--- config.mk ---
export PLATFORM = sky130hd
export DESIGN_NAME = transmitter
export DESIGN_NICKNAME = d
export VERILOG_FILES = /design/src/rtl/transmitter.sv
export SDC_FILE = /design/constraint.sdc
export NUM_CORES = 1
export LEC_CHECK = 0
export CORE_MARGIN = 5
export CORE_UTILIZATION = 47
export DETAILED_ROUTE_END_ITERATION = 12
export HOLD_SLACK_MARGIN = 0.03
export PLACE_DENSITY = 0.67
export SETUP_SLACK_MARGIN = 0.02
export SKIP_CTS_REPAIR_TIMING = 1
export SYNTH_ARGS = -nofsm -noshare
export SYNTH_HDL_FRONTEND = slang
export SYNTH_SLANG_ARGS = --single-unit
--- constraint.sdc ---
create_clock -name clk -period 2 [get_ports clk]
set_clock_uncertainty 0.1 [all_clocks]
set_input_delay 0.2 -clock clk [delete_from_list [all_inputs] [get_ports clk]]
set_output_delay 0.2 -clock clk [all_outputs]
set_load 0.01 [all_outputs]
--- src/rtl/transmitter.sv ---
// UART-style serial transmitter: start bit, DATAWIDTH data bits LSB first, stop bit.
// Optional even parity bit between data and stop when TX_PARITY_EN is defined.
module transmitter #(
    parameter int DATAWIDTH = 8,
    parameter int CLK_FREQ  = 100000000,
    parameter int BAUD_RATE = 9600
) (
    input  logic                 clk,
    input  logic                 i_reset,
    input  logic [DATAWIDTH-1:0] i_data,
    input  logic                 i_transmit,
    output logic                 o_tx_data,
    output logic                 o_busy
);

    localparam int CLKS_PER_BIT = CLK_FREQ / BAUD_RATE;
    localparam int BAUD_W       = (CLKS_PER_BIT > 1) ? $clog2(CLKS_PER_BIT) : 1;
    localparam int BIT_W        = (DATAWIDTH > 1) ? $clog2(DATAWIDTH) : 1;
    localparam logic [BAUD_W-1:0] BAUD_LAST = BAUD_W'(CLKS_PER_BIT - 1);
    localparam logic [BIT_W-1:0]  BIT_LAST  = BIT_W'(DATAWIDTH - 1);

    typedef enum logic [2:0] {
        IDLE,
        START,
        DATA,
`ifdef TX_PARITY_EN
        PARITY,
`endif
        STOP
    } state_t;

    state_t               r_state;
    logic [BAUD_W-1:0]    r_baud;
    logic [BIT_W-1:0]     r_bit;
    logic [DATAWIDTH-1:0] r_shift;
    logic                 r_tx;
    logic                 r_busy;
`ifdef TX_PARITY_EN
    logic                 r_parity;
`endif
    logic                 w_bit_end;

    assign w_bit_end = (r_baud == BAUD_LAST);
    assign o_tx_data = r_tx;
    assign o_busy    = r_busy;

    always_ff @(posedge clk or negedge i_reset) begin
        if (!i_reset) begin
            r_state  <= IDLE;
            r_baud   <= '0;
            r_bit    <= '0;
            r_shift  <= '0;
            r_tx     <= 1'b1;
            r_busy   <= 1'b0;
`ifdef TX_PARITY_EN
            r_parity <= 1'b0;
`endif
        end else begin
            case (r_state)
                IDLE: begin
                    r_baud <= '0;
                    r_bit  <= '0;
                    r_tx   <= 1'b1;
                    r_busy <= 1'b0;
                    if (i_transmit) begin
                        r_shift  <= i_data;
`ifdef TX_PARITY_EN
                        r_parity <= ^i_data;
`endif
                        r_state  <= START;
                        r_tx     <= 1'b0;
                        r_busy   <= 1'b1;
                    end
                end
                START: begin
                    if (w_bit_end) begin
                        r_baud  <= '0;
                        r_state <= DATA;
                        r_tx    <= r_shift[0];
                        r_shift <= r_shift >> 1;
                    end else begin
                        r_baud <= r_baud + 1'b1;
                    end
                end
                DATA: begin
                    if (w_bit_end) begin
                        r_baud <= '0;
                        if (r_bit == BIT_LAST) begin
                            r_bit   <= '0;
`ifdef TX_PARITY_EN
                            r_state <= PARITY;
                            r_tx    <= r_parity;
`else
                            r_state <= STOP;
                            r_tx    <= 1'b1;
`endif
                        end else begin
                            // The shift register always presents the next bit at position 0.
                            r_bit   <= r_bit + 1'b1;
                            r_tx    <= r_shift[0];
                            r_shift <= r_shift >> 1;
                        end
                    end else begin
                        r_baud <= r_baud + 1'b1;
                    end
                end
`ifdef TX_PARITY_EN
                PARITY: begin
                    if (w_bit_end) begin
                        r_baud  <= '0;
                        r_state <= STOP;
                        r_tx    <= 1'b1;
                    end else begin
                        r_baud <= r_baud + 1'b1;
                    end
                end
`endif
                STOP: begin
                    if (w_bit_end) begin
                        r_baud <= '0;
                        if (i_transmit) begin
                            // Back-to-back: next frame starts on this edge with no idle gap.
                            r_shift  <= i_data;
`ifdef TX_PARITY_EN
                            r_parity <= ^i_data;
`endif
                            r_state  <= START;
                            r_tx     <= 1'b0;
                        end else begin
                            r_state <= IDLE;
                            r_tx    <= 1'b1;
                            r_busy  <= 1'b0;
                        end
                    end else begin
                        r_baud <= r_baud + 1'b1;
                    end
                end
                default: begin
                    r_state <= IDLE;
                    r_baud  <= '0;
                    r_bit   <= '0;
                    r_tx    <= 1'b1;
                    r_busy  <= 1'b0;
                end
            endcase
        end
    end

endmodule

==> impl_metrics.env <==
export IMPL_syn2layout_area_growth_pct=25.4
export IMPL_cp_required_ps=2110
export IMPL_cts_buffers_inserted=5
export IMPL_period_share_pct=106
export IMPL_remaining_drc_errors=0
export IMPL_met3_wirelength_um=164
export IMPL_place_detailed_hpwl_mm=2.18
export IMPL_drt_first_iter_violations=42
export IMPL_worst_pin_slew_ps=473
export IMPL_postRouteAntennaNets=0
export IMPL_post_route_cells_drive_above_1_share_pct=29.9
export IMPL_vias_per_cell=5.11
export IMPL_synth_area_um2=1580
export IMPL_number_of_clock_sinks=29
export IMPL_finalHoldViolCount=0
export IMPL_synth_common_cells="28 x sky130_fd_sc_hd__dfrtp_1, 18 x sky130_fd_sc_hd__nor2_1, 15 x sky130_fd_sc_hd__mux2_2, 9 x sky130_fd_sc_hd__nand2_1"
export IMPL_slowest_stage="sky130_fd_sc_hd__a222oi_1"
export IMPL_synth_seq_cells=29
export IMPL_clock_tree_root_cell="sky130_fd_sc_hd__clkbuf_4"
export IMPL_detail_route_wl_per_cell_um=12.9
export IMPL_clockBufferDepth=2
export IMPL_timing_worst_setup_path_type="register to register"
export IMPL_route_top_layer_used="met4"
export IMPL_nNetsFinal=202
export IMPL_relSlewSlack_pct=68.5
export IMPL_grt_first_pass_wirelength_mm=5.19
export IMPL_rsz0062_at_grt="true"
export IMPL_max_freq_ghz=0.473
export IMPL_start_util_pct=48.0
export IMPL_violated_checks="setup timing"
export IMPL_synth_area_top_cells="sky130_fd_sc_hd__dfrtp_1 44%, sky130_fd_sc_hd__mux2_2 11%, sky130_fd_sc_hd__ha_1 6.4%"
export IMPL_max_cap_viol_count=0
export IMPL_async_flop_share_pct=100
export IMPL_dr_pass1_iters=4
export IMPL_cp_slowest_stage_delay_ps=470
export IMPL_cts_tree="yes"
export IMPL_worst_path_max_fanout=4
export IMPL_grt_max_degree=30
export IMPL_final_area_um2=1980
export IMPL_critical_path_startpoint_type="register"
export IMPL_detailed_place_area_um2=1890
export IMPL_netlist_area_leader_share_pct=44.5
export IMPL_globalRouteTotalUtil_pct=15.3
export IMPL_totalNegativeSetupSlack_ps=-188
export IMPL_route_final_wire_length_mm=2.96
export IMPL_synth_cells=148
export IMPL_final_max_slew_violation_count=0
export IMPL_yosysMostFrequentCell="sky130_fd_sc_hd__dfrtp_1"
export IMPL_global_route_overflow_total=0
export IMPL_run_status="finished with violations"
export IMPL_synth_cell_type_count=40
export IMPL_crit_path_end_kind="register"
export IMPL_pin_count=13
export IMPL_routed_wl_met2_mm=1.45
export IMPL_final_hold_worst_slack_ps=145
export IMPL_core_rowCount=21
export IMPL_via_count=1176
export IMPL_core_um2=3280
export IMPL_finalWeightedCongestion=0.841
export IMPL_path_cells="ha_2 > or3_4 > a222oi_1 > mux2_1"
export IMPL_synth_sequential_area_ratio_pct=46.1
export IMPL_die_area_um2=4610
export IMPL_pwr_cell_area_nw_per_um2=484
export IMPL_antenna_cells_inserted=0
export IMPL_synth_edff_count=0
export IMPL_floorplan_die_width_um=67.9
export IMPL_antenna_found_initial=0
export IMPL_vdd_ir_drop_worst_v=0.000417
export IMPL_synth_ff_type="sky130_fd_sc_hd__dfrtp_1"
export IMPL_synth_area_per_cell_um2=10.6
export IMPL_timing_final_setup_violations=2
export IMPL_ys_warn_count=0
export IMPL_htree_num_levels=2
export IMPL_met1Wirelength_mm=1.28
export IMPL_finalWorstSetupSlack_ps=-115
export IMPL_chipHeight_um=67.9
export IMPL_worst_endpoint_arrival_ps=2230
export IMPL_postSynthNetCount=167
export IMPL_numPortBuffers=12
export IMPL_totalPowerFinal_uw=956
export IMPL_power_static_leakage_nw=0.942
export IMPL_worst_skew_pair_late_latency_ps=330
export IMPL_placement_setup_worst_slack_ps=-64.6
export IMPL_hold_path_class="input port to async pin"
export IMPL_first_global_vias=1162
export IMPL_synthDominantAreaCellType="sky130_fd_sc_hd__dfrtp_1"
export IMPL_clk_pin_slew_ps=90
export IMPL_layout_min_cycle_time_ps=2120
-- per-stage QoR --
stage               utilization [%]  cells
finish                         60.2    230
global route                   60.2    230
CTS                            59.1    229
detailed placement             57.6    221
global placement               57.6    221
floorplan                         -    148
-- power by group --
part	total (mW)	switching (mW)	internal [mW]
combinational	0.0340	0.0153	0.0187
clock	0.336	0.197	0.140
sequential	0.586	0	0.586
-- worst max-delay path, delay by kind of cell, from the launching register on --
kind | cells | cell delay, ps
and+or+nand+nor | 1 | 400
adders and majority gates | 1 | 200
muxes | 1 | 370
AOI/OAI and AO/OA | 1 | 470
DFF | 1 | 450
-- layer usage --
layer,up-vias,GRT usage [%]
met4,0,7.20
li1,585,-
met5,-,0
met3,5,5.75
met2,25,24.4
met1,561,18.2
-- cell usage in the layout, fill, tap and decap left out, drive strengths merged, types with 2 or more instances in the layout --
cell	instances
a21oi	3
and4	2
buf	22
clkbuf	8
clkdlybuf4s50	12
dfrtp	28
ha	8
inv	7
mux2	17
nand2	9
nand2b	2
nand3	8
nand4	4
nor2	18
nor2b	2
nor3	3
o311ai	2
xnor2	7
xor2	5
-- kinds of logic after synthesis --
kind of cell	count (synthesis)	synth area share [%]
buf+inv	13	3.26
compound gates	14	6.75
mux	17	12.2
flops	29	46.1
simple gates	55	18.7
fa+ha+maj	8	6.35
xor+xnor	12	6.67
-- final timing paths --
check | slack [ps] | endpoint | depth (start not counted) | from
worst max-delay path | -120 | r_state[1] | 4 | r_state[0]
worst min-delay path | 150 | r_baud[10] | 2 | i_reset
worst max register to register | -120 | r_state[1] | 4 | r_state[0]
worst min register to register | 410 | r_shift[6] | 1 | r_shift[6]
max in group asynchronous | 1340 | o_tx_data | 2 | i_reset
min in group clk | 410 | r_shift[6] | 1 | r_shift[6]
-- registers in the layout, indices dropped and copies added, names as in the netlist --
register	cells
r_baud	14
r_shift	8
r_bit	3
r_state	2
o_busy	1
o_tx_data	1
-- layout make-up --
cell class / count / area, µm²
timing repair buffer: 34 / 285
inverter: 7 / 26.3
tap: 46 / 57.6
sequential: 29 / 728
multi-input combinational: 106 / 830
clock buffer: 8 / 48.8
fill: 273 / 1310
(Power assumes the default switching activity.)
